$ cat src/rtl/keypad_pkg.sv
// Shared definitions for the 4x4 keypad scanner: FSM states, matrix size
// and the row/column to key-code mapping.
package keypad_pkg;

  localparam int NUM_ROWS = 4;
  localparam int NUM_COLS = 4;

  typedef enum logic [1:0] {
    SCAN,
    DB_PRESS,
    HELD,
    DB_RELEASE
  } state_e;

  function automatic logic [3:0] key_code(input logic [1:0] row_idx,
                                          input logic [1:0] col_idx);
    return 4'(int'(row_idx) * NUM_COLS + int'(col_idx));
  endfunction

  // Lowest-index active-low row wins when several rows are pulled low.
  function automatic logic [1:0] lowest_low_row(input logic [3:0] rows);
    logic [1:0] idx;
    idx = 2'd0;
    for (int i = NUM_ROWS - 1; i >= 0; i--) begin
      if (!rows[i]) idx = 2'(i);
    end
    return idx;
  endfunction

endpackage

$ cat src/rtl/keypad_if.sv
// Handshake between the scanner FSM and the shared debounce counter.
interface keypad_if;

  logic match;
  logic clear;
  logic done;

  modport master (output match, output clear, input done);
  modport slave  (input match, input clear, output done);

endinterface

$ cat src/rtl/keypad_debounce.sv
// Counts consecutive matching cycles; done fires combinationally on the
// cycle that completes DEBOUNCE_CYCLES matches so the FSM can act at once.
module keypad_debounce #(
  parameter int DEBOUNCE_CYCLES = 200000
) (
  input  logic     clk,
  input  logic     rst,
  keypad_if.slave  db
);

  localparam int CNT_W = (DEBOUNCE_CYCLES > 1) ? $clog2(DEBOUNCE_CYCLES) : 1;
  localparam logic [CNT_W-1:0] CNT_LAST = CNT_W'(DEBOUNCE_CYCLES - 1);

  logic [CNT_W-1:0] cnt_q;
  logic [CNT_W-1:0] cnt_d;
  logic             at_last;

  // The counter holds DEBOUNCE_CYCLES-1 at most; the final match is the done cycle.
  always_comb begin
    at_last = (cnt_q == CNT_LAST);
    cnt_d   = cnt_q;
    if (db.clear || !db.match) begin
      cnt_d = '0;
    end else if (!at_last) begin
      cnt_d = cnt_q + 1'b1;
    end
  end

  assign db.done = db.match && !db.clear && at_last;

  always_ff @(posedge clk or posedge rst) begin
    if (rst) begin
      cnt_q <= '0;
    end else begin
      cnt_q <= cnt_d;
    end
  end

endmodule

$ cat src/rtl/keypad_scanner.sv
// 4x4 matrix keypad scanner: walks the columns, debounces one key at a time
// and reports its code with a held flag whose falling edge ends a keypress.
module keypad_scanner
  import keypad_pkg::*;
#(
  parameter int SCAN_DIV        = 1000,
  parameter int DEBOUNCE_CYCLES = 200000
) (
  input  logic       hwclk,
  input  logic       rst,
  input  logic [3:0] row,
  output logic [3:0] col,
  output logic [3:0] button,
  output logic       bstate
);

  localparam int DIV_W = $clog2(SCAN_DIV);
  localparam logic [DIV_W-1:0] DIV_LAST = DIV_W'(SCAN_DIV - 1);

  logic [3:0]       row_s1_q, row_s2_q;
  state_e           state_q, state_d;
  logic [1:0]       col_idx_q, col_idx_d;
  logic [1:0]       row_idx_q, row_idx_d;
  logic [DIV_W-1:0] div_q, div_d;
  logic [3:0]       button_q, button_d;
  logic             bstate_q, bstate_d;
  logic [3:0]       press_pattern;

  keypad_if db_if ();

  keypad_debounce #(
    .DEBOUNCE_CYCLES(DEBOUNCE_CYCLES)
  ) u_debounce (
    .clk (hwclk),
    .rst (rst),
    .db  (db_if)
  );

  assign press_pattern = ~(4'b0001 << row_idx_q);
  assign db_if.clear   = (state_q == SCAN) || (state_q == HELD);
  assign db_if.match   = (state_q == DB_PRESS) ? (row_s2_q == press_pattern)
                                               : (row_s2_q == 4'hF);

  assign col    = ~(4'b0001 << col_idx_q);
  assign button = button_q;
  assign bstate = bstate_q;

  always_comb begin
    state_d   = state_q;
    col_idx_d = col_idx_q;
    row_idx_d = row_idx_q;
    div_d     = div_q;
    button_d  = button_q;
    bstate_d  = bstate_q;
    case (state_q)
      SCAN: begin
        if (div_q == DIV_LAST) begin
          div_d = '0;
          if (row_s2_q == 4'hF) begin
            col_idx_d = col_idx_q + 1'b1;
          end else begin
            row_idx_d = lowest_low_row(row_s2_q);
            state_d   = DB_PRESS;
          end
        end else begin
          div_d = div_q + 1'b1;
        end
      end
      DB_PRESS: begin
        if (!db_if.match) begin
          state_d = SCAN;
          div_d   = '0;
        end else if (db_if.done) begin
          state_d  = HELD;
          button_d = key_code(row_idx_q, col_idx_q);
          bstate_d = 1'b1;
        end
      end
      HELD: begin
        if (row_s2_q == 4'hF) state_d = DB_RELEASE;
      end
      DB_RELEASE: begin
        // A key that returns mid-release goes back to HELD without a new code.
        if (!db_if.match) begin
          state_d = HELD;
        end else if (db_if.done) begin
          state_d   = SCAN;
          bstate_d  = 1'b0;
          col_idx_d = col_idx_q + 1'b1;
          div_d     = '0;
        end
      end
      default: state_d = SCAN;
    endcase
  end

  always_ff @(posedge hwclk or posedge rst) begin
    if (rst) begin
      row_s1_q  <= 4'hF;
      row_s2_q  <= 4'hF;
      state_q   <= SCAN;
      col_idx_q <= 2'd0;
      row_idx_q <= 2'd0;
      div_q     <= '0;
      button_q  <= 4'h0;
      bstate_q  <= 1'b0;
    end else begin
      row_s1_q  <= row;
      row_s2_q  <= row_s1_q;
      state_q   <= state_d;
      col_idx_q <= col_idx_d;
      row_idx_q <= row_idx_d;
      div_q     <= div_d;
      button_q  <= button_d;
      bstate_q  <= bstate_d;
    end
  end

endmodule

$ cat config.mk
export PLATFORM = sky130hd
export DESIGN_NAME = keypad_scanner
export DESIGN_NICKNAME = d
export VERILOG_FILES = /design/src/rtl/keypad_pkg.sv /design/src/rtl/keypad_if.sv /design/src/rtl/keypad_debounce.sv /design/src/rtl/keypad_scanner.sv
export SDC_FILE = /design/constraint.sdc
export NUM_CORES = 1
export LEC_CHECK = 0
export ABC_AREA = 1
export CAP_MARGIN = 5
export CORE_ASPECT_RATIO = 1.5
export CORE_MARGIN = 4
export CORE_UTILIZATION = 45
export DETAILED_ROUTE_END_ITERATION = 10
export GPL_TIMING_DRIVEN = 0
export PLACE_DENSITY = 0.6
export SYNTH_ARGS = -nofsm -noshare
export SYNTH_HDL_FRONTEND = slang
export SYNTH_SLANG_ARGS = --single-unit
$ cat constraint.sdc
create_clock -name hwclk -period 3.3 [get_ports hwclk]
set_input_delay 0.495 -clock hwclk [delete_from_list [all_inputs] [get_ports hwclk]]
set_output_delay 0.495 -clock hwclk [all_outputs]
set_load 0.05 [all_outputs]
After elaboration in Yosys (flattened, before gate mapping)
Cells that the tools add are included.
- add/subtract/negate cells: 4
- eq/ne operators: 19
- shifts and indexed selects: 2
- muxes and demuxes: 30
- bitwise logic cells: 3
- reductions and logical operators: 16
- operator list (operator ; count):
    $mux W10 ; 4
    $mux W18 ; 2
    $mux W2 ; 15
    $pmux W10 S3 ; 1
    $add A18 B1 Y18 const B ; 1
    $eq A18 B18 Y1 const B ; 1
    $reduce_and A5 Y1 ; 3
    $add A10 B1 Y10 const B ; 1
    $eq A10 B10 Y1 const B ; 1
    $ne A2 B1 Y1 const B ; 5
    $ne A2 B2 Y1 const B ; 5
    $not A4 Y4 ; 2
    $pmux W2 S4 ; 1
    $shl A1 B2 Y4 const A ; 2
    $ne A3 B3 Y1 const B ; 2
    $reduce_and A3 Y1 ; 2
    $mux W1 ; 5
    $add A4 B2 Y4 ; 1
    $eq A2 B2 Y1 const B ; 2
    $eq A4 B4 Y1 ; 1
    $eq A4 B4 Y1 const B ; 1
    $pmux W2 S2 ; 1
    $reduce_and A4 Y1 ; 1
    $reduce_bool A2 Y1 ; 2
    9 further kinds ; 12
- flip-flop bits (word level): 47
- input port bits: 6
- output and inout port bits: 9
- logic and storage cells: 83

Logic depth before layout (Yosys ltp)
- word-level depth: 9
- depth in mapped cells: 12
- mapped depth without buffers: 12

Hierarchy
A second synthesis with hierarchy kept.
- cell total of the unflattened synthesis: 374
- area total of the unflattened synthesis: 2767.7 µm²
- by module, submodules not included (module ; instances ; cells an instance ; area an instance (µm²) ; seq. area each (µm²)):
    keypad_scanner ; 1 ; 205 ; 1635.3 ; 735.7
    keypad_debounce ; 1 ; 169 ; 1132.3 ; 450.4

Worst setup path before layout
Ideal clock, no wire load.
- path kind: register to register
- from: register row_s2_q[3]
- to: register button_q[0], in the netlist button[0]
- setup time: 0.119 ns
- arrival time: 1.385 ns
- data required time: 3.181 ns
- path slack: 1.796 ns
- cell stages (with the launch flop): 12
- path buffers: 0
- period minus slack after synthesis: 1.504 ns
- cell sequence: dfstp_2 > nand2_1 > nand2_1 > nand2_1 > nor2_1 > nand3_2 > nand2_4 > inv_2 > nor2_8 > nand2_4 > nand2_1 > nand2_1
- cells in the longest elaborated chain, start to end: 5
- elaborated cells between the ends (all ways): 6
- classes of those cells: 2 x eq/ne; 1 x mux; 3 x reduce/logical
- ends and longest elaborated chain (element ; RTL line ; RTL):
    start, declared ; keypad_scanner.sv:20 ; logic [3:0] row_s1_q, row_s2_q;
    start signal, assigned ; keypad_scanner.sv:109 ; row_s2_q <= row_s1_q;
    $eq A4 B4 Y1 (on tied branches) ; keypad_scanner.sv:42, keypad_scanner.sv:41 ;
    $mux W1 * ; keypad_scanner.sv:41 ; assign db_if.match = (state_q == DB_PRESS) ? (row_s2_q == press_pattern)
    $logic_and A1 B1 Y1 (2 in a row) ; keypad_debounce.sv:29 ; assign db.done = db.match && !db.clear && at_last;
    $reduce_and A3 Y1 (no line) * ; - ;
    end signal, assigned ; keypad_scanner.sv:114 ; button_q <= button_d;
    end, declared ; keypad_scanner.sv:25 ; logic [3:0] button_q, button_d;
Every way passes the cells marked *; elsewhere a longest branch is shown, timed or not.
A chain may end at the register's enable or synchronous reset.

Worst setup path after layout
- from: register col_idx_q[0]
- to: output port col[0]
- cells in the longest elaborated chain, start to end: 2
- ends and longest elaborated chain (element ; RTL line ; RTL):
    start, declared ; keypad_scanner.sv:22 ; logic [1:0] col_idx_q, col_idx_d;
    start signal, assigned ; keypad_scanner.sv:111 ; col_idx_q <= col_idx_d;
    $shl A1 B2 Y4 ; keypad_scanner.sv:44 ; assign col = ~(4'b0001 << col_idx_q);
    $not A4 Y4 ; keypad_scanner.sv:44 ;
    end, declared ; keypad_scanner.sv:12 ; output logic [3:0] col,
No other way between the ends.

==> flow_summary.toml <==
[finish]
final_common_cell = "nand2_1"
seqCellArea_sq_um = 1190
final_cell_mix = "nand2_1 (99), inv_1 (42), dfrtp_1 (39)"
layout-drive-gt1-share_pct = 9.84
antennaDiodeCount = 0
final_nets = 377
syn2layout_area_growth_pct = 14.6
multi_input_area_sq_um = 1230
fillers = 545
final_util_pct = 54.1

[drt]
drt-initial-drc-count = 76
vias = 2172
drc = 0
wl_mm = 5.45
vias_per_cell = 4.98
detail_route.first_pass.iterations = 4
ant_nets = 0
wire_per_inst_um = 12.5

[sta]
period_share_pct = 72.1
slew_viol_final = 0
relSlewSlack_pct = 66.1
finClkSkew_ns = 0.00863
fmax_mhz = 420
tightest_slew_ns = 0.507
finalHoldViolations = 0
fin_tns_setup_ns = 0
setup_viol_count_final = 0
period_needed_ns = 2.38
rsz0062_at_grt = "no"

[global_route]
antenna_found_initial = 0
use_met1_pct = 16.9
grt_pass1_wl_mm = 9.69
met2_usage_pct = 33.5
grt_start_max_net_pins = 39
gr-usage-all-layers_pct = 16.9
top_usage_layer = "met2"
met3_usage_pct = 2.88
grt-ovfl-total = 0
grt_pass1_vias = 2215

[cts]
clkSlewWorstSetupHoldPaths_ns = 0.09
h-tree-depth = 2
cts_root_buf = "clkbuf_8"
cts_setup_buffers = 0
hold_buffers = 0
cts.repair.resized = 0
insertion_delay_ns = 0.30
cts_tree = "done"
cts_buffers = 5
numClockSinks = 47
ctsLongestPathBuffers = 2

[synthesis]
ys_warn_count = 0
yosys.area.top_type = "dfrtp_1"
synthAdderAreaFrac_pct = 2.87
synth_cells = 343
synth_top_family_by_area = "simple AND/OR/NAND/NOR gates"
synth_mux_area_share_pct = 0
avgSynthCellArea_sq_um = 7.62
synth_xor_area_share_pct = 1.34
ys_seq_elements = 47
ys_seq_area_share_pct = 45.4
synth.top_cell.area_share_pct = 37.3
syn_area_sq_um = 2610
synth.net_count = 355
ys_top_cells_by_area = "dfrtp_1 (37%), nand2_1 (14%), dfstp_2 (8.0%)"
synthSimpleGateAreaFrac_pct = 36.6
ys_types = 31
synth_compound_area_share_pct = 6.22

[floorplan]
dieArea_sq_um = 7120
coreArea_sq_um = 5530
fp.dieH_um = 101
die_w_um = 70.2
start_util_pct = 47.2
pin_count = 15
fp-row-count = 33

[setup_path]
regToRegSetupSlack_ns = 1.54
path_common_cell = "inv_1"
path_max_fanout = 5
slowest_delay_ns = 0.79
arrival_ns = 1.88
crit_start = "col_idx_q[0]$_DFFE_PP0P_"
cp-end-kind = "output port"
crit_buf_inv = 3
cp_num_cells = 4
reg2reg_from = "div_q[0]$_DFFE_PP0P_"
worstPathRequired_ns = 2.80
crit_chain = "inv_1 -> ha_1 -> inv_1 -> clkdlybuf4s50_1"
criticalPathCategory = "flop to output port"
reg2regPathDepth = 8
path_delay_family = "buffers and inverters"
slowest_stage = "clkdlybuf4s50_1"
crit-reg2reg-capture = "col_idx_q[1]$_DFFE_PP0P_"
start_kind = "flop"
crit_end = "col[0]"

[placement]
portBuffers = 14
gp_congestion = 0.883
post-dp-hpwl_mm = 4.18

[pwr]
power_leakage_uw = 0.00145
power.total_uw = 1110
irDropWorstVdd_mv = 0.242
p_per_area_nw_per_um2 = 371

[job]
cap_violations = 0

[hold_path]
hold_path.class = "flop to flop"

[outcome]
status = "complete, no violations"
## kinds of logic (layout without fill, tap and decap cells)
| group | after synthesis | after routing |
|---|---|---|
| DFF | 47 | 47 |
| and+or+nand+nor | 206 | 206 |
| xor gates and xnor gates | 4 | 4 |
| buffers and inverters | 49 | 72 |
| AOI/OAI and AO/OA | 31 | 31 |
| adders and majority gates | 6 | 6 |
## area by class of cell
class | instances | area share (%)
Clock inverter | 2 | 2.01
Inverter | 45 | 5.64
Buffer | 4 | 1.00
Clock buffer | 6 | 2.42
Tap cell | 70 | 2.93
Sequential cell | 47 | 39.6
Timing Repair Buffer | 15 | 5.35
Multi-Input combinational cell | 247 | 41.0
## worst register-to-register path: cells and delay by family (launching register included)
kind | cells | cell delay (ns)
AND/OR/NAND/NOR | 5 | 0.50
flip-flops | 1 | 0.46
AO/OA/AOI/OAI | 1 | 0.35
adder cells (fa/ha/maj) | 1 | 0.23
buffers and inverters | 1 | 0.12
## synth_stat cells
cell      number
nand2_2        1
nand2_4        4
nand4_1        6
nor2_2         1
nor2_8         1
o21ai_0       16
clkbuf_1       1
nor3_1        12
buf_6          1
nor2_4         2
nor2_1        35
or2_2          1
a31oi_1        2
nand2_1       99
dfstp_2        8
nand3_2        3
nand3b_1       2
xor2_1         3
nand3_1       36
o211a_1        1
buf_4          2
or2_0          1
nor3_2         1
o21ai_1        2
inv_1         43
a21oi_1       10
xnor2_1        1
nor3b_1        1
inv_2          2
ha_1           6
dfrtp_1       39
## worst min-delay path by stage
stage               cells after the start                     to             startpoint  slack, ns
floorplan                               0  row_s2_q[0]$_DFF_PP1_  row_s1_q[0]$_DFF_PP1_       0.35
finish                                  0  row_s2_q[0]$_DFF_PP1_  row_s1_q[0]$_DFF_PP1_       0.36
global route                            0  row_s2_q[3]$_DFF_PP1_  row_s1_q[3]$_DFF_PP1_       0.36
detailed placement                      0  row_s2_q[3]$_DFF_PP1_  row_s1_q[3]$_DFF_PP1_       0.35
global placement                        0  row_s2_q[2]$_DFF_PP1_  row_s1_q[2]$_DFF_PP1_       0.35
CTS                                     0  row_s2_q[3]$_DFF_PP1_  row_s1_q[3]$_DFF_PP1_       0.36
## registers in the layout, summed over array words and instances, names as in the netlist
| register | cells |
|---|---|
| u_debounce.cnt_q | 18 |
| col_idx_q | 2 |
| div_q | 10 |
| row_idx_q | 2 |
| row_s1_q | 4 |
| button | 4 |
| bstate | 1 |
| row_s2_q | 4 |
| state_q | 2 |
## metal layers
metal / wire [um] / vias up
met5: 0 / -
met4: 147 / 0
met3: 114 / 12
met2: 3010 / 34
met1: 2180 / 994
li1: - / 1132
## where the power goes
part | total [uW] | internal, uW | switching (uW)
clock | 496 | 303 | 194
combinational | 27.6 | 10.7 | 17.0
sequential | 588 | 584 | 3.17
total | 1110 | 898 | 214
## stage by stage
step | cells | hold slack [ns] | area, sq um | setup WS, ns
finish | 436 | 0.359 | 2990 | 0.920
global route | 436 | 0.361 | 2990 | 0.820
CTS | 436 | 0.360 | 2990 | 0.899
detailed placement | 428 | 0.347 | 2860 | 1.24
global placement | 427 | 0.345 | 2840 | 0.711
floorplan | 343 | 0.345 | 2610 | 1.70
Note: power is estimated with default switching activity, not from simulation.
==> edit: new RTL, same settings <==
Encoding of `state_e`: now one-hot (4 bits for 4 states).
--- a/src/rtl/keypad_pkg.sv
+++ b/src/rtl/keypad_pkg.sv
@@ -6,9 +6,9 @@
   localparam int NUM_COLS = 4;
 
-  typedef enum logic [1:0] {
-    SCAN,
-    DB_PRESS,
-    HELD,
-    DB_RELEASE
+  typedef enum logic [3:0] {
+    SCAN       = 4'b0001,
+    DB_PRESS   = 4'b0010,
+    HELD       = 4'b0100,
+    DB_RELEASE = 4'b1000
   } state_e;
 
Formal check against the unedited RTL: same outputs for any inputs over 10 cycles, from zero or initial values and one cycle with rst high; not proved beyond that.
==> edit against the unedited design <==
  * Core utilization decreased by 1.9 points
  * Worst hold slack better by 0.84 ps
  * Count of clock-buffer cells in the layout up 1
  * Wire length grew 6.9%
  * Register-to-register slack lost 120 ps
  * Synthesized cell count rose by 5.8%
  * Area after synthesis is 9.9% higher
  * Sequential cell count up 2
  * Die area is 8.9% higher
  * Cell area up 7.8%
  * Setup slack improved by 35 ps
  * Power decreased by 7.3%
==> edit: results (changes against the unedited design) <==
status=finished clean; Post-Syn Nets=375 (+5.6%); post-synthesis sequential area ratio=43.1% (-2.3 points); hold endpoint=row_s2_q[2]; ANT cells=0 (unchanged); compound-gate portion of the synthesized area=9.49% (+3.3 points); wire per inst=12.7 um (+1.3%); distinct cell type count after synthesis=39 (+26%); Slowest Stage Delay on Critical Path=790 ps (about the same); gr usage total=16.2% (-0.73 points); FILL cells=610 (+12%); met1 wire length=2220 um (+2.1%); measured slew at the worst slew-check pin=541 ps (+33.4 ps); CTS Buf Count=5 (unchanged); clk_skew=5.94 ps (-2.69 ps); r2r endpoint=div_q[3]; Synth area leaders=dfrtp_1 35%, nand2_1 9.9%, dfstp_2 8.2%; Synth Area in XOR/XNOR=3.05% (+1.7 points); register-to-register setup slack=1420 ps (-120 ps); Detail Route met3 WL=108 um (-5.3%); Adder-Cell Fraction of Synth Area=2.61% (-0.26 points); first-pass GRT wire length=9990 um (+3.1%); worst r2r src=u_debounce.cnt_q[0]; Pleak=1.48 nW (+1.7%); share of layout cells above drive strength 1=20.5% (+11 points); multiplexer share of the synthesized area=0% (unchanged); worst skew pair latency=300 ps (about the same); reg2reg path depth=11 (+3); yosys warns=0 (unchanged); WHS=359 ps (+0.839 ps); post-DP HPWL=4640 um (+11%); VDD IR max=0.000208 V (-14%); min-delay src=row_s1_q[2]; crit-path max FO=4 (-1); vias post-DR=2327 (+7.1%); gp weighted congestion=0.850 (-3.8%); drt pass-1 iters=4 (unchanged); pin count of the biggest net entering global routing=27 (-31%); crit path DAT=1850 ps (-30 ps); Initial DRC Count=80 (+5.3%); max_cap viols=0 (unchanged); met2 routed WL=3410 um (+13%); Synth top cells by count=76 x nand2_1, 44 x inv_1, 40 x dfrtp_1, 37 x nor2_1, 23 x nand3_1; Nets=397 (+5.3%); top_reg_cell synth=dfrtp_1; IO Port Bufs=14 (unchanged)
edit: changes by cell type after synthesis, moves of 5 or more:
cell     before  now
nand2_1      99   76
nand2_2       1   16
nand3_1      36   23
o21ai_2       0   10
inv_2         2   10
nor2_2        1    9
nand4_1       6   12
nor3_1       12    7
edit: layer usage:
metal	up-vias	track usage, %
li1	1207	-
met1	1093	16.8
met2	20	31.9
met3	7	2.29
met4	0	4.35
met5	-	0
edit: worst max path at each step:
stage	start	slack [ps]	end	cells past startpoint
3_5_place_dp	col_idx_q[0]	1270	col[0]	4
5_1_grt	col_idx_q[0]	860	col[0]	4
4_1_cts	col_idx_q[0]	930	col[0]	4
2_1_floorplan	u_debounce.cnt_q[0]	1640	div_q[6]	11
3_3_place_gp	rst	650	div_q[3]	2
6_report	col_idx_q[0]	950	col[0]	4
edit: cell families after synthesis:
kind of cell | after synthesis
compound gates | 42
xor+xnor | 10
fa+ha+maj | 6
buf+inv | 59
flops | 49
simple gates | 197
edit: metrics by stage:
step | area (sq um) | setup WS [ps] | instances
4_1_cts | 3230 | 926 | 460
3_3_place_gp | 3110 | 653 | 451
3_5_place_dp | 3130 | 1270 | 452
5_1_grt | 3230 | 864 | 460
2_1_floorplan | 2870 | 1640 | 363
6_report | 3230 | 955 | 460
edit: final cells by class:
class,count,area [sq um],share of cell area [%]
Inverter,56,211,6.55
Buffer,3,27.5,0.853
Clock buffer,7,96.3,2.99
Tap cell,74,92.6,2.87
Clock inverter,1,5.00,0.155
Timing Repair Buffer,15,160,4.96
Multi-Input combinational cell,255,1400,43.3
Sequential cell,49,1240,38.3
edit: where the power goes:
group,switching (W),internal [W],leakage (nW)
sequential,0.00000378,0.000609,0.644
clock,0.000197,0.000190,0.0542
combinational,0.0000198,0.0000114,0.779
